==> config.mk <==
export PLATFORM = sky130hd
export DESIGN_NAME = sorted_block_drain_flat
export DESIGN_NICKNAME = d
export VERILOG_FILES = /design/src/rtl/sorted_block_drain_pkg.sv /design/src/rtl/sorted_block_drain_if.sv /design/src/rtl/sorted_block_drain_regfile.sv /design/src/rtl/sorted_block_drain.sv /design/src/flat_wrapper.sv
export SDC_FILE = /design/constraint.sdc
export NUM_CORES = 1
export LEC_CHECK = 0
export BUFFER_PORTS_ARGS = -buffer_cell sky130_fd_sc_hd__buf_2
export CAP_MARGIN = 30
export CORE_ASPECT_RATIO = 1.2
export CORE_MARGIN = 1
export CORE_UTILIZATION = 60
export DETAILED_ROUTE_END_ITERATION = 10
export GPL_TIMING_DRIVEN = 0
export PLACE_DENSITY = 0.89
export SETUP_SLACK_MARGIN = 0.1
export SLEW_MARGIN = 0
export SYNTH_ARGS = -nofsm -noshare
export SYNTH_HDL_FRONTEND = slang
export SYNTH_SLANG_ARGS = --single-unit
==> constraint.sdc <==
create_clock -name clock -period 4.9 [get_ports clock]
set_clock_uncertainty 0.1 [all_clocks]
set_input_delay 1.225 -clock clock [delete_from_list [all_inputs] [get_ports clock]]
set_output_delay 1.225 -clock clock [all_outputs]
set_load 0.005 [all_outputs]
==> src/rtl/sorted_block_drain_pkg.sv <==
// sorted_block_drain_pkg
//   Shared constants and state encoding for the merge-stage / block-drain
//   pair. The default geometry must agree with the merge stage.
package sorted_block_drain_pkg;

  localparam int SBD_WIDTH  = 8;  // merged word width
  localparam int SBD_DEPTH  = 8;  // words per block (2 x input FIFO depth)
  localparam int SBD_ADDR_W = 5;  // merge-stage write counter width

  typedef enum logic {
    ST_FILL  = 1'b0,
    ST_DRAIN = 1'b1
  } sbd_state_e;

  // Register-file index width; never zero, so DEPTH=1-style corner cases
  // still elaborate.
  function automatic int sbd_idx_w(input int depth);
    return (depth > 1) ? $clog2(depth) : 1;
  endfunction

endpackage

==> src/rtl/sorted_block_drain_if.sv <==
// sorted_block_drain_if
//   Write bus from the merge stage, valid/ready output stream and status.
//   slave  : the block drain itself
//   master : the surrounding logic (merge stage + consumer)
//   Signals:
//     wr_en/wr_addr/wr_data       merge-stage write port
//     out_valid/out_ready         output handshake
//     out_data/out_last           output word, last-of-block marker
//     busy/order_err/wr_err       status, sticky error flags
//     block_cnt                   completed block counter (wraps)
interface sorted_block_drain_if
  import sorted_block_drain_pkg::*;
#(
  parameter int WIDTH  = SBD_WIDTH,
  parameter int ADDR_W = SBD_ADDR_W
);
  logic              wr_en;
  logic [ADDR_W-1:0] wr_addr;
  logic [WIDTH-1:0]  wr_data;
  logic              out_valid;
  logic              out_ready;
  logic [WIDTH-1:0]  out_data;
  logic              out_last;
  logic              busy;
  logic              order_err;
  logic              wr_err;
  logic [7:0]        block_cnt;

  modport slave (
    input  wr_en, wr_addr, wr_data, out_ready,
    output out_valid, out_data, out_last, busy, order_err, wr_err, block_cnt
  );

  modport master (
    output wr_en, wr_addr, wr_data, out_ready,
    input  out_valid, out_data, out_last, busy, order_err, wr_err, block_cnt
  );
endinterface

==> src/rtl/sorted_block_drain_regfile.sv <==
// sbd_regfile
//   WIDTH x DEPTH storage, one synchronous write port, one asynchronous
//   read port. Contents are intentionally not reset.
//   Ports:
//     clock    in  rising-edge clock
//     we_i     in  write enable (caller guarantees waddr_i < DEPTH)
//     waddr_i  in  write index
//     wdata_i  in  write data
//     raddr_i  in  read index
//     rdata_o  out combinational read data
module sbd_regfile
  import sorted_block_drain_pkg::*;
#(
  parameter int WIDTH = SBD_WIDTH,
  parameter int DEPTH = SBD_DEPTH,
  parameter int IDX_W = sbd_idx_w(SBD_DEPTH)
) (
  input  logic             clock,
  input  logic             we_i,
  input  logic [IDX_W-1:0] waddr_i,
  input  logic [WIDTH-1:0] wdata_i,
  input  logic [IDX_W-1:0] raddr_i,
  output logic [WIDTH-1:0] rdata_o
);

  logic [WIDTH-1:0] mem_q [DEPTH];

  always_ff @(posedge clock) begin
    if (we_i) mem_q[waddr_i] <= wdata_i;
  end

  assign rdata_o = mem_q[raddr_i];

endmodule

==> src/rtl/sorted_block_drain.sv <==
// sorted_block_drain
//   Collects one merged block of DEPTH words by address, then streams it out
//   in address order on a valid/ready port while checking that the words
//   are non-decreasing. Writes are only accepted while filling.
//   Ports:
//     clock   in  rising-edge clock
//     reset   in  synchronous, active-high
//     bus     slave modport of sorted_block_drain_if (write bus, output
//             stream, busy, sticky order_err/wr_err, block_cnt)
module sorted_block_drain
  import sorted_block_drain_pkg::*;
#(
  parameter int WIDTH  = SBD_WIDTH,
  parameter int DEPTH  = SBD_DEPTH,
  parameter int ADDR_W = SBD_ADDR_W
) (
  input  logic                 clock,
  input  logic                 reset,
  sorted_block_drain_if.slave  bus
);

  localparam int IDX_W = sbd_idx_w(DEPTH);

  sbd_state_e        state_q, state_d;
  logic [DEPTH-1:0]  written_q, written_d;
  logic [ADDR_W-1:0] rd_ptr_q, rd_ptr_d;
  logic [WIDTH-1:0]  prev_q, prev_d;
  logic [7:0]        cnt_q, cnt_d;
  logic              order_err_q, order_err_d;
  logic              wr_err_q, wr_err_d;

  logic [WIDTH-1:0]  rd_data;
  logic              addr_ok, wr_ok, drain, hs, last;

  // Compare in 32 bits: with DEPTH == 2**ADDR_W the bound does not fit in
  // ADDR_W bits.
  assign addr_ok = {{(32-ADDR_W){1'b0}}, bus.wr_addr} < 32'(DEPTH);
  assign drain   = (state_q == ST_DRAIN);
  assign wr_ok   = bus.wr_en && addr_ok && !drain;
  assign last    = drain && (rd_ptr_q == ADDR_W'(DEPTH-1));
  assign hs      = drain && bus.out_ready;

  sbd_regfile #(
    .WIDTH (WIDTH),
    .DEPTH (DEPTH),
    .IDX_W (IDX_W)
  ) u_rf (
    .clock   (clock),
    .we_i    (wr_ok),
    .waddr_i (bus.wr_addr[IDX_W-1:0]),
    .wdata_i (bus.wr_data),
    .raddr_i (rd_ptr_q[IDX_W-1:0]),
    .rdata_o (rd_data)
  );

  always_comb begin
    state_d     = state_q;
    written_d   = written_q;
    rd_ptr_d    = rd_ptr_q;
    prev_d      = prev_q;
    cnt_d       = cnt_q;
    order_err_d = order_err_q;
    wr_err_d    = wr_err_q;

    // Dropped writes: out of range, or anything arriving while draining
    // (including the cycle of the final handshake).
    if (bus.wr_en && (!addr_ok || drain)) wr_err_d = 1'b1;

    case (state_q)
      ST_FILL: begin
        if (wr_ok) begin
          // Rewrites just re-set the same bit, so they are not double counted.
          written_d = written_q | (DEPTH'(1) << bus.wr_addr[IDX_W-1:0]);
          if (&written_d) begin
            state_d  = ST_DRAIN;
            rd_ptr_d = '0;
          end
        end
      end
      ST_DRAIN: begin
        if (hs) begin
          // First word of each block has no predecessor to compare against.
          if ((rd_ptr_q != '0) && (rd_data < prev_q)) order_err_d = 1'b1;
          prev_d = rd_data;
          if (last) begin
            written_d = '0;
            rd_ptr_d  = '0;
            cnt_d     = cnt_q + 8'd1;
            state_d   = ST_FILL;
          end else begin
            rd_ptr_d = rd_ptr_q + ADDR_W'(1);
          end
        end
      end
      default: state_d = ST_FILL;
    endcase
  end

  always_ff @(posedge clock) begin
    if (reset) begin
      state_q     <= ST_FILL;
      written_q   <= '0;
      rd_ptr_q    <= '0;
      prev_q      <= '0;
      cnt_q       <= '0;
      order_err_q <= 1'b0;
      wr_err_q    <= 1'b0;
    end else begin
      state_q     <= state_d;
      written_q   <= written_d;
      rd_ptr_q    <= rd_ptr_d;
      prev_q      <= prev_d;
      cnt_q       <= cnt_d;
      order_err_q <= order_err_d;
      wr_err_q    <= wr_err_d;
    end
  end

  assign bus.out_valid = drain;
  assign bus.busy      = drain;
  assign bus.out_last  = last;
  assign bus.out_data  = rd_data;
  assign bus.order_err = order_err_q;
  assign bus.wr_err    = wr_err_q;
  assign bus.block_cnt = cnt_q;

endmodule

==> src/flat_wrapper.sv <==
// flat-port wrapper written by rule: the top's interface ports become plain ports
module sorted_block_drain_flat import sorted_block_drain_pkg::*;
#(
  parameter int WIDTH  = SBD_WIDTH,
  parameter int DEPTH  = SBD_DEPTH,
  parameter int ADDR_W = SBD_ADDR_W
)
  (clock, reset, bus_wr_en, bus_wr_addr, bus_wr_data, bus_out_ready, bus_out_valid, bus_out_data, bus_out_last, bus_busy, bus_order_err, bus_wr_err, bus_block_cnt);
  sorted_block_drain_if #(.WIDTH(WIDTH), .ADDR_W(ADDR_W)) bus_i ();
  input  logic clock;
  input  logic reset;
  input wire logic [$bits(bus_i.wr_en)-1:0] bus_wr_en;
  input wire logic [$bits(bus_i.wr_addr)-1:0] bus_wr_addr;
  input wire logic [$bits(bus_i.wr_data)-1:0] bus_wr_data;
  input wire logic [$bits(bus_i.out_ready)-1:0] bus_out_ready;
  output wire logic [$bits(bus_i.out_valid)-1:0] bus_out_valid;
  output wire logic [$bits(bus_i.out_data)-1:0] bus_out_data;
  output wire logic [$bits(bus_i.out_last)-1:0] bus_out_last;
  output wire logic [$bits(bus_i.busy)-1:0] bus_busy;
  output wire logic [$bits(bus_i.order_err)-1:0] bus_order_err;
  output wire logic [$bits(bus_i.wr_err)-1:0] bus_wr_err;
  output wire logic [$bits(bus_i.block_cnt)-1:0] bus_block_cnt;
  assign bus_i.wr_en = bus_wr_en;
  assign bus_i.wr_addr = bus_wr_addr;
  assign bus_i.wr_data = bus_wr_data;
  assign bus_i.out_ready = bus_out_ready;
  assign bus_out_valid = bus_i.out_valid;
  assign bus_out_data = bus_i.out_data;
  assign bus_out_last = bus_i.out_last;
  assign bus_busy = bus_i.busy;
  assign bus_order_err = bus_i.order_err;
  assign bus_wr_err = bus_i.wr_err;
  assign bus_block_cnt = bus_i.block_cnt;
  sorted_block_drain #(.WIDTH(WIDTH), .DEPTH(DEPTH), .ADDR_W(ADDR_W)) u_core (.clock(clock), .reset(reset), .bus(bus_i));
endmodule
==> out/qor.log, run 1 <==
INFO  placed_design  routabilityCongestion=0.8344
INFO  finish         postLayoutCoreUtil=69.27%
INFO  grt            track_usage=24.11%
INFO  logic_synthesis synth_nets=342
INFO  finish         fin_nets=391
INFO  grt            grt_antenna_before_repair=0
INFO  timing         max-slew-margin-rel=38.29%
INFO  finish         fill_cells=478
INFO  logic_synthesis synth_cells=315
INFO  placed_design  place_inst=440
INFO  pwr            power_density=335.3nW/µm²
INFO  worst_setup_path crit_type=reg2out
INFO  worst_setup_path crit_required=3580ps
INFO  logic_synthesis ys_async_sr_fraction=0%
INFO  pwr            leakage=0.001612µW
INFO  cts            cts.repair_timing.setup_buffer_count=0
INFO  logic_synthesis yosysWarnings=0
INFO  worst_setup_path critical_path.slowest_cell=sky130_fd_sc_hd__clkbuf_1
INFO  timing         final-max-slew-violation-count=0
INFO  grt            globalRouteOverflowTotal=0
INFO  floorplan      design.portCount=38
INFO  logic_synthesis synth_compound_gate_area_share=7.852%
INFO  worst_setup_path crit_buf_inv=3
INFO  detailed_routing vias=2,797
INFO  finish         footprint_of_the_multi_input_gates=1450µm²
INFO  pwr            worst_voltage_drop_across_the_vdd_grid=267.9µV
INFO  status         run_status=finished, final reports clean
INFO  logic_synthesis synth-seq-area-share=62.10%
INFO  job            total_of_max_cap_violations=0
INFO  timing         setup_violations=0
INFO  cts            clockRootBuffer=sky130_fd_sc_hd__clkbuf_8
INFO  logic_synthesis synth_area_leaders=sky130_fd_sc_hd__edfxtp_1 (46%), sky130_fd_sc_hd__dfxtp_1 (17%), sky130_fd_sc_hd__mux4_2 (8.5%), sky130_fd_sc_hd__ha_1 (3.0%), sky130_fd_sc_hd__nor2_1 (2.6%)
INFO  floorplan      floorplan.die.width=78.59µm
INFO  cts            clk_pin_slew=100ps
INFO  detailed_routing routed_wl=8176µm
INFO  logic_synthesis yosysTopAreaCell=sky130_fd_sc_hd__edfxtp_1
INFO  placed_design  port-buffer-count=36
INFO  worst_setup_path cp-end-kind=primary output
INFO  timing         tns=0ps
INFO  floorplan      die_area=7379µm²
INFO  logic_synthesis synth.ff_latch_count=99
INFO  worst_hold_path min_path_type=reg2reg
INFO  grt            grt_start_max_net_pins=19
INFO  detailed_routing wl_per_cell=17.93µm
INFO  worst_setup_path critPathMostFrequentCell=sky130_fd_sc_hd__buf_2
INFO  cts            clock-sinks=99
INFO  logic_synthesis synthDominantCellAreaShare=45.51%
INFO  finish         finish.cell_count_without_fillers=456
INFO  logic_synthesis combinational_family_with_the_most_area_after_synthesis=simple AND/OR/NAND/NOR gates
INFO  logic_synthesis syn-mean-instance-area=13.41µm²
INFO  timing         tightest_slew=922.2ps
INFO  detailed_routing drt-vias-per-instance=6.134
INFO  finish         layout-area-overhead-vs-synth=11.76%
INFO  logic_synthesis synth_area=4223µm²
INFO  finish         insertedDiodeCount=0
INFO  timing         timing.fmax=0.2785GHz
INFO  grt            vias_in_the_first_global_route=2,659
INFO  finish         leading_cell_type_in_the_layout_fill_and_taps_excluded=sky130_fd_sc_hd__edfxtp_1
INFO  cts            cts_buffers=9
INFO  cts            ctsHoldBuffers=0
INFO  timing         final_period_minus_worst_setup_slack=3591ps
INFO  timing         final_min_period_over_clock_period=73.28%
INFO  worst_setup_path critPathMaxStageDelay=510ps
INFO  logic_synthesis yosys.area_share.simple=11.59%
INFO  detailed_routing route.detailed.drc=0
INFO  cts            cts.repair.resized=0
INFO  logic_synthesis yosys.area_share.xor_xnor=1.037%
INFO  cts            clk-insertion-delay-late=360ps
INFO  logic_synthesis synth_mux_area_share=10.90%
INFO  timing         unrepaired_setup_endpoints_after_global_routing=false
INFO  finish         layout.cells.most_common_list=sky130_fd_sc_hd__edfxtp_1 (64), sky130_fd_sc_hd__buf_2 (42), sky130_fd_sc_hd__dfxtp_1 (35), sky130_fd_sc_hd__nor2_1 (29), sky130_fd_sc_hd__inv_1 (19)
INFO  floorplan      fp-row-count=33
INFO  finish         drive_gt1_share=23.85%
INFO  floorplan      die_h=93.90µm
INFO  detailed_routing route.antenna.remaining_nets=0
INFO  logic_synthesis synthAdderAreaFrac=2.963%
INFO  cts            cts_tree=yes
INFO  worst_setup_path critical_path.startpoint_type=flop
INFO  logic_synthesis synth-edff-count=64
INFO  floorplan      floorplan.initialDensity=61.98%
INFO  finish         area.sequential=2623µm²
INFO  cts            cts-htree-levels=3
INFO  worst_setup_path worstPathArrival=2270ps
INFO  grt            grt_first_pass_wirelength=12,850µm
INFO  worst_setup_path path_max_fanout=10
INFO  floorplan      coreArea=6813µm²
INFO  worst_setup_path cells_traversed_along_the_worst_timing_path=buf_2 > clkbuf_1 > mux4_2 > mux2_2 > buf_2
INFO  detailed_routing drt-initial-drc-count=200
INFO  logic_synthesis yosys.cell_types.count=51
INFO  logic_synthesis synthFlopType=sky130_fd_sc_hd__edfxtp_1
INFO  cts            clockBufferDepth=2
INFO  timing         finalHoldViolCount=0
INFO  placed_design  detailedPlacementHpwl=5830µm
INFO  detailed_routing drt_first_pass_iters=5
INFO  worst_setup_path cpLargestDelayFamily=buffers and inverters
## worst reg2reg max path, stage by stage (launching register included)
cell                        delay, ps
sky130_fd_sc_hd__dfxtp_1          310
sky130_fd_sc_hd__buf_2            210
sky130_fd_sc_hd__clkbuf_1         510
sky130_fd_sc_hd__mux4_2           410
sky130_fd_sc_hd__mux2_2           330
sky130_fd_sc_hd__ha_1             330
sky130_fd_sc_hd__a2111oi_0        450
sky130_fd_sc_hd__a221oi_1         160
sky130_fd_sc_hd__o22ai_1          130
## kinds of logic after synthesis
logic type / after synthesis
buf+inv: 36
xor+xnor: 5
mux: 25
fa+ha+maj: 10
simple gates: 92
flops: 99
compound gates: 48
## cell type report
class	count	area share [%]
clock buffer	10	2.916
buffer	17	1.670
sequential	99	55.57
clock inverter	6	1.166
multi-input combinational	180	30.73
inverter	19	1.511
tap	87	2.306
timing repair buffer	38	4.136
## cells in the mapped netlist (all sizes together), types with 2 or more instances
| master | instances |
|---|---|
| a211oi | 9 |
| a21oi | 15 |
| a221oi | 3 |
| a31oi | 2 |
| and2 | 4 |
| buf | 8 |
| clkbuf | 9 |
| dfxtp | 35 |
| edfxtp | 64 |
| ha | 10 |
| inv | 19 |
| mux2 | 8 |
| mux4 | 16 |
| nand2 | 12 |
| nand2b | 4 |
| nand3 | 10 |
| nand4 | 5 |
| nand4b | 2 |
| nor2 | 29 |
| nor2b | 2 |
| nor3 | 8 |
| nor4 | 3 |
| nor4b | 2 |
| o21ai | 4 |
| o31ai | 2 |
| o32ai | 2 |
| or3 | 3 |
| xnor2 | 3 |
| xor2 | 2 |
## sequential cells by signal, summed over array words and instances, names as in the netlist, named ones only
name / flops
u_core.bus.block_cnt: 8
u_core.bus.busy: 1
u_core.bus.order_err: 1
u_core.bus.wr_err: 1
u_core.prev_q: 8
u_core.rd_ptr_q: 5
u_core.u_rf.mem_q: 64
u_core.written_q: 8
## per-stage QoR
step / area, µm² / setup slack, ps / hold slack (ps) / power [µW]
floorplan: 4223 / 2076 / 340.3 / 1038
CTS: 4720 / 1273 / 378.0 / 1583
global route: 4720 / 1226 / 398.0 / 1632
finish: 4720 / 1309 / 372.6 / 1582
detailed placement: 4527 / 1668 / 361.2 / 1095
global placement: 4512 / 1572 / 351.8 / 1088
## report_power, final
part	internal [µW]	leakage [µW]	switching (µW)
Clock	211	0.000100	296
Sequential	899	0.000860	5.85
Combinational	81.0	0.000652	89.8
## routing by layer
layer / share of wire (%) / GRT usage, % / vias up
met5: 0 / 0 / -
met2: 51 / 40.36 / 97
met3: 5.4 / 3.883 / 22
li1: - / - / 1300
met1: 40 / 29.99 / 1378
met4: 3.5 / 12.96 / 0
## worst paths after layout
check	end	cells after the start	slack, ps	from
worst min-delay path	u_core.prev_q[7]$_SDFFE_PP0P_	2	370	u_core.prev_q[7]$_SDFFE_PP0P_
worst max register to register	u_core.bus.order_err$_SDFFE_PP0P_	8	1900	flop
worst min register to register	u_core.prev_q[7]$_SDFFE_PP0P_	2	370	u_core.prev_q[7]$_SDFFE_PP0P_
worst max-delay path	bus_out_data[4]	5	1310	flop
Note: power is estimated with default switching activity, not from simulation.
==> run 2: changes to the inputs <==
CORE_UTILIZATION = 59   (was 60)
PLACE_DENSITY = 0.88   (was 0.89)
clock period = 3.5 ns   (was 4.9 ns; I/O delays follow)
==> out/qor.log, run 2 (synthesized netlist as in run 1, its figures left out) <==
INFO  grt            globalRouteOverflowTotal=0 [unchanged]
INFO  cts            cts-htree-levels=3 [unchanged]
INFO  finish         top_register=u_core.u_rf.mem_q [unchanged]
INFO  detailed_routing drt-vias-per-instance=6.162 [was 6.134]
INFO  worst_setup_path path_max_fanout=10 [unchanged]
INFO  pwr            leakage=0.001629µW [was 0.001612 µW]
INFO  floorplan      fp-row-count=33 [unchanged]
INFO  timing         timing.fmax=0.3026GHz
INFO  floorplan      design.portCount=38 [unchanged]
INFO  placed_design  routabilityCongestion=0.8789 [was 0.8344]
INFO  job            total_of_max_cap_violations=0 [unchanged]
INFO  worst_setup_path critical_path.slowest_cell=sky130_fd_sc_hd__clkbuf_1 [unchanged]
INFO  timing         max-slew-margin-rel=36.93% [was 38.29%]
INFO  floorplan      die_area=7501µm² [was 7379 µm²]
INFO  detailed_routing wl_per_cell=18.41µm [was 17.93 µm]
INFO  grt            vias_in_the_first_global_route=2,733 [was 2,659]
INFO  detailed_routing routedLengthMet1=3326µm [was 3267 µm]
INFO  cts            cts_tree=yes [unchanged]
INFO  status         run_status=finished, final reports clean [unchanged]
INFO  cts            clock-sinks=99 [unchanged]
INFO  worst_setup_path worstPathArrival=2330ps [was 2270 ps]
INFO  finish         layout-area-overhead-vs-synth=12.89% [was 11.76%]
INFO  timing         setup_violations=0 [unchanged]
INFO  finish         area.sequential=2623µm² [unchanged]
INFO  worst_setup_path cp-end-kind=primary output [unchanged]
INFO  finish         layout.cells.most_common_list=sky130_fd_sc_hd__edfxtp_1 (64), sky130_fd_sc_hd__buf_2 (42), sky130_fd_sc_hd__dfxtp_1 (35), sky130_fd_sc_hd__nor2_1 (29), sky130_fd_sc_hd__inv_1 (19) [unchanged]
INFO  placed_design  port-buffer-count=36 [unchanged]
INFO  placed_design  worst_slack_at_placement=472.8ps [was 1668 ps]
INFO  finish         insertedDiodeCount=0 [unchanged]
INFO  timing         final_period_minus_worst_setup_slack=3305ps
INFO  worst_setup_path critPathMaxStageDelay=550ps [was 510 ps]
INFO  detailed_routing met3_length=527µm [was 443 µm]
INFO  cts            cts.repair_timing.setup_buffer_count=0 [unchanged]
INFO  timing         final-max-slew-violation-count=0 [unchanged]
INFO  grt            grt_start_max_net_pins=17 [was 19]
INFO  detailed_routing route.antenna.remaining_nets=0 [unchanged]
INFO  placed_design  detailedPlacementHpwl=5892µm [was 5830 µm]
INFO  cts            cts.repair.resized=0 [unchanged]
INFO  cts            clk-insertion-delay-late=350ps [was 360 ps]
INFO  worst_setup_path crit_type=reg2out [unchanged]
INFO  worst_hold_path min_path_type=reg2reg [unchanged]
INFO  worst_setup_path critical_path.startpoint_type=flop [unchanged]
INFO  grt            grt_first_pass_wirelength=13,570µm [was 12,850 µm]
INFO  pwr            worst_voltage_drop_across_the_vdd_grid=382.8µV [was 267.9 µV]
INFO  finish         postLayoutCoreUtil=69.13% [was 69.27%]
INFO  grt            grt_antenna_before_repair=0 [unchanged]
INFO  detailed_routing routed_wl=8393µm [was 8176 µm]
INFO  finish         footprint_of_the_multi_input_gates=1450µm² [unchanged]
INFO  finish         largest_reg_flops=64 [unchanged]
INFO  timing         tightest_slew=938.9ps [was 922.2 ps]
INFO  detailed_routing drt_first_pass_iters=6 [was 5]
INFO  timing         tns=0ps [unchanged]
INFO  grt            track_usage=24.56% [was 24.11%]
INFO  pwr            power_density=495.0nW/µm² [was 335.3 nW/µm²]
INFO  floorplan      floorplan.die.width=79.23µm [was 78.59 µm]
INFO  detailed_routing dr.max_layer_used=met4 [unchanged]
INFO  detailed_routing vias=2,810 [was 2,797]
INFO  detailed_routing detailroute.wirelength.met2=4374µm [was 4182 µm]
INFO  timing         finalHoldViolCount=0 [unchanged]
INFO  finish         fin_nets=391 [unchanged]
INFO  finish         drive_gt1_share=23.58% [was 23.85%]
INFO  finish         final_area=4767µm² [was 4720 µm²]
INFO  worst_setup_path cells_traversed_along_the_worst_timing_path=buf_2 > clkbuf_1 > mux4_2 > mux2_2 > buf_2 [unchanged]
INFO  cts            ctsHoldBuffers=0 [unchanged]
INFO  timing         final_min_period_over_clock_period=94.43%
INFO  cts            clockBufferDepth=2 [unchanged]
INFO  detailed_routing route.detailed.drc=0 [unchanged]
INFO  timing         hold_slack=378.2ps [was 372.6 ps]
INFO  finish         fill_cells=426 [was 478]
INFO  floorplan      die_h=94.68µm [was 93.90 µm]
INFO  floorplan      floorplan.initialDensity=61.24% [was 61.98%]
INFO  cts            clockRootBuffer=sky130_fd_sc_hd__clkbuf_8 [unchanged]
INFO  cts            cts_buffers=9 [unchanged]
INFO  detailed_routing drt-initial-drc-count=214 [was 200]
INFO  timing         setup_slack=195.1ps [was 1309 ps]
INFO  floorplan      coreArea=6895µm² [was 6813 µm²]
INFO  timing         unrepaired_setup_endpoints_after_global_routing=false [unchanged]
INFO  placed_design  placed_cell_area=4527µm² [unchanged]
INFO  worst_setup_path critPathMostFrequentCell=sky130_fd_sc_hd__buf_2 [unchanged]
INFO  finish         leading_cell_type_in_the_layout_fill_and_taps_excluded=sky130_fd_sc_hd__edfxtp_1 [unchanged]
INFO  cts            clk_pin_slew=90ps [was 100 ps]
INFO  worst_setup_path crit_required=2520ps [was 3580 ps]
run 2: layout make-up:
class | instances | share of cell area (%)
sequential | 99 | 55.01
clock inverter | 6 | 2.362
timing repair buffer | 38 | 4.094
tap | 87 | 2.283
buffer | 17 | 1.654
clock buffer | 10 | 2.677
multi-input combinational | 180 | 30.42
inverter | 19 | 1.496
run 2: path summary, 6_finish.rpt:
path                                  from                           endpoint  slack, ps  cells past startpoint
min          u_core.prev_q[3]$_SDFFE_PP0P_      u_core.prev_q[3]$_SDFFE_PP0P_        380                      2
max reg2reg                           flop  u_core.bus.order_err$_SDFFE_PP0P_        460                      8
max                                   flop                    bus_out_data[4]        200                      5
min reg2reg  u_core.prev_q[3]$_SDFFE_PP0P_      u_core.prev_q[3]$_SDFFE_PP0P_        380                      2
run 2: critical path, delay by kind of cell, from the launching register on:
kind                   cells  cell delay (ps)
buffers and inverters      3              900
muxes                      2              750
DFF                        1              330
run 2: report_power, final:
| part | switching [µW] | internal (µW) | leakage (µW) |
|---|---|---|---|
| combinational | 128 | 114 | 0.000652 |
| sequential | 7.92 | 1260 | 0.000860 |
| clock | 374 | 477 | 0.000117 |
| total | 510 | 1850 | 0.00163 |
run 2: through the flow:
stage	power, µW	cells
finish	2360	456
global route	2434	456
CTS	2372	456
detailed placement	1536	440
global placement	1522	438
floorplan	1453	315
run 2: per-layer routing:
layer  vias up  global-route usage, %
li1       1304                      -
met1      1371                  31.54
met2       119                  41.59
met3        16                  3.382
met4         0                  10.91
met5         -                      0
==> run 3: changes to the inputs <==
PLACE_DENSITY = 0.79   (was 0.88)
==> out/qor.log, run 3 (synthesized netlist as in run 1, its figures left out) <==
INFO  grt            grt_antenna_before_repair=0 [unchanged]
INFO  worst_setup_path crit_buf_inv=3 [unchanged]
INFO  finish         drive_gt1_share=23.31% [was 23.58%]
INFO  worst_setup_path reg2reg_depth=8 [unchanged]
INFO  worst_setup_path critical_path.slowest_cell=sky130_fd_sc_hd__clkbuf_1 [unchanged]
INFO  floorplan      floorplan.initialDensity=61.24% [unchanged]
INFO  cts            clk-insertion-delay-late=360ps [was 350 ps]
INFO  pwr            worst_voltage_drop_across_the_vdd_grid=272.0µV [was 382.8 µV]
INFO  pwr            leakage=0.001615µW [was 0.001629 µW]
INFO  cts            cts.repair_timing.setup_buffer_count=0 [unchanged]
INFO  detailed_routing vias=2,722 [was 2,810]
INFO  timing         finalHoldViolCount=0 [unchanged]
INFO  cts            cts_buffers=9 [unchanged]
INFO  timing         final-max-slew-violation-count=0 [unchanged]
INFO  pwr            power_density=481.8nW/µm² [was 495.0 nW/µm²]
INFO  detailed_routing route.antenna.remaining_nets=0 [unchanged]
INFO  placed_design  worst_slack_at_placement=513.2ps [was 472.8 ps]
INFO  placed_design  port-buffer-count=36 [unchanged]
INFO  cts            cts_tree=yes [unchanged]
INFO  finish         leading_cell_type_in_the_layout_fill_and_taps_excluded=sky130_fd_sc_hd__edfxtp_1 [unchanged]
INFO  finish         fill_cells=496 [was 426]
INFO  finish         insertedDiodeCount=0 [unchanged]
INFO  grt            vias_in_the_first_global_route=2,647 [was 2,733]
INFO  detailed_routing drt-initial-drc-count=167 [was 214]
INFO  worst_setup_path cells_traversed_along_the_worst_timing_path=buf_2 > clkbuf_1 > mux4_2 > mux2_2 > buf_2 [unchanged]
INFO  worst_setup_path cpLargestDelayFamily=buffers and inverters [unchanged]
INFO  finish         layout-area-overhead-vs-synth=12.15% [was 12.89%]
INFO  worst_setup_path crit_type=reg2out [unchanged]
INFO  placed_design  detailedPlacementHpwl=5887µm [was 5892 µm]
INFO  cts            clock-sinks=99 [unchanged]
INFO  worst_setup_path cp-end-kind=primary output [unchanged]
INFO  detailed_routing wl_per_cell=18.40µm [was 18.41 µm]
INFO  worst_setup_path worstPathArrival=2310ps [was 2330 ps]
INFO  job            total_of_max_cap_violations=0 [unchanged]
INFO  placed_design  routabilityCongestion=0.8614 [was 0.8789]
INFO  grt            track_usage=25.15% [was 24.56%]
INFO  timing         tns=0ps [unchanged]
INFO  timing         setup_violations=0 [unchanged]
INFO  worst_setup_path r2r-end=u_core.bus.order_err$_SDFFE_PP0P_ [unchanged]
INFO  timing         timing.fmax=0.3041GHz [was 0.3026 GHz]
INFO  timing         final_period_minus_worst_setup_slack=3289ps [was 3305 ps]
INFO  worst_setup_path critical_path.startpoint_type=flop [unchanged]
INFO  status         run_status=finished, final reports clean [unchanged]
INFO  floorplan      coreArea=6895µm² [unchanged]
INFO  timing         unrepaired_setup_endpoints_after_global_routing=false [unchanged]
INFO  cts            clockRootBuffer=sky130_fd_sc_hd__clkbuf_8 [unchanged]
INFO  finish         postLayoutCoreUtil=68.68% [was 69.13%]
INFO  cts            clk_pin_slew=90ps [about the same]
INFO  grt            grt_first_pass_wirelength=13,480µm [was 13,570 µm]
INFO  floorplan      die_area=7501µm² [unchanged]
INFO  finish         top_register=u_core.u_rf.mem_q [unchanged]
INFO  cts            cts-htree-levels=3 [unchanged]
INFO  grt            globalRouteOverflowTotal=0 [unchanged]
INFO  placed_design  placed_cell_area=4527µm² [unchanged]
INFO  worst_setup_path critPathMostFrequentCell=sky130_fd_sc_hd__buf_2 [unchanged]
INFO  detailed_routing route.detailed.drc=0 [unchanged]
INFO  timing         tightest_slew=893.8ps [was 938.9 ps]
INFO  worst_setup_path cp_depth=5 [unchanged]
INFO  grt            grt_start_max_net_pins=17 [unchanged]
INFO  cts            clockBufferDepth=2 [unchanged]
INFO  detailed_routing routed_wl=8390µm [was 8393 µm]
INFO  finish         final_area=4736µm² [was 4767 µm²]
INFO  detailed_routing drt_first_pass_iters=4 [was 6]
INFO  floorplan      die_h=94.68µm [unchanged]
INFO  timing         setup_slack=211.3ps [was 195.1 ps]
INFO  worst_setup_path critPathMaxStageDelay=530ps [was 550 ps]
INFO  timing         max-slew-margin-rel=40.19% [was 36.93%]
INFO  worst_setup_path critical_path.endpoint=bus_out_data[2] [was bus_out_data[4]]
INFO  worst_setup_path r2r_setup_slack=540ps [was 460 ps]
INFO  finish         largest_reg_flops=64 [unchanged]
INFO  finish         layout.cells.most_common_list=sky130_fd_sc_hd__edfxtp_1 (64), sky130_fd_sc_hd__buf_2 (42), sky130_fd_sc_hd__dfxtp_1 (35), sky130_fd_sc_hd__nor2_1 (29), sky130_fd_sc_hd__inv_1 (19) [unchanged]
INFO  floorplan      design.portCount=38 [unchanged]
INFO  timing         final_min_period_over_clock_period=93.96% [was 94.43%]
INFO  worst_hold_path min_path_type=reg2reg [unchanged]
INFO  worst_hold_path hold-path-cell-count=2 [unchanged]
INFO  worst_setup_path crit_required=2520ps [about the same]
INFO  cts            cts.repair.resized=0 [unchanged]
INFO  finish         fin_nets=391 [unchanged]
INFO  worst_setup_path path_max_fanout=10 [unchanged]
INFO  detailed_routing drt-vias-per-instance=5.969 [was 6.162]
INFO  floorplan      floorplan.die.width=79.23µm [unchanged]
INFO  cts            ctsHoldBuffers=0 [unchanged]
INFO  floorplan      fp-row-count=33 [unchanged]
## run 3: cell count changes in the layout (fill, tap and decap cells not counted), sizes merged
cell,previous run,this run
bufinv,3,2
clkinv,1,3
inv,20,19
## run 3: worst min path at each step
stage / start / end / slack, ps
6_report: u_core.prev_q[3]$_SDFFE_PP0P_ / u_core.prev_q[3]$_SDFFE_PP0P_ / 370
5_1_grt: u_core.prev_q[4]$_SDFFE_PP0P_ / u_core.prev_q[4]$_SDFFE_PP0P_ / 380
4_1_cts: u_core.prev_q[4]$_SDFFE_PP0P_ / u_core.prev_q[4]$_SDFFE_PP0P_ / 380
3_5_place_dp: u_core.prev_q[4]$_SDFFE_PP0P_ / u_core.prev_q[4]$_SDFFE_PP0P_ / 360
3_3_place_gp: u_core.prev_q[5]$_SDFFE_PP0P_ / u_core.prev_q[5]$_SDFFE_PP0P_ / 350
2_1_floorplan: u_core.prev_q[1]$_SDFFE_PP0P_ / u_core.prev_q[1]$_SDFFE_PP0P_ / 340
## run 3: where the power goes
group / internal [µW] / leakage (µW) / switching (µW)
Combinational: 114 / 0.000652 / 128
Sequential: 1260 / 0.000860 / 7.69
Clock: 398 / 0.000104 / 376
Total: 1770 / 0.00162 / 511
## run 3: tightest hold or removal path: stages, from the launching register on
cell and delay (ps):
sky130_fd_sc_hd__dfxtp_1 310, sky130_fd_sc_hd__inv_1 60, sky130_fd_sc_hd__a211oi_1 60
## run 3: metrics by stage
step | total power [µW] | hold WS [ps] | instances
2_1_floorplan | 1453 | 340.3 | 315
3_3_place_gp | 1526 | 351.6 | 438
3_5_place_dp | 1535 | 359.5 | 440
4_1_cts | 2290 | 375.2 | 456
5_1_grt | 2350 | 384.3 | 456
6_report | 2282 | 371.5 | 456
## run 3: final cells by class
class / instances / area, µm² / area share [%]
inverter: 19 / 71.32 / 1.506
timing repair buffer: 38 / 195.2 / 4.122
clock inverter: 6 / 81.33 / 1.717
tap: 87 / 108.9 / 2.299
buffer: 17 / 78.83 / 1.664
multi-input combinational: 180 / 1450 / 30.62
sequential: 99 / 2623 / 55.38
clock buffer: 10 / 127.6 / 2.695
## run 3: layer usage
layer  wire length [µm]  part of all wire (%)  up-vias  global-route usage, %
met5                  0                     0        -                      0
met3                355                   4.2       15                  3.478
met4                217                   2.6        0                  13.33
li1                   -                     -     1299                      -
met2               4312                    51       82                  43.18
met1               3505                    42     1326                  30.87
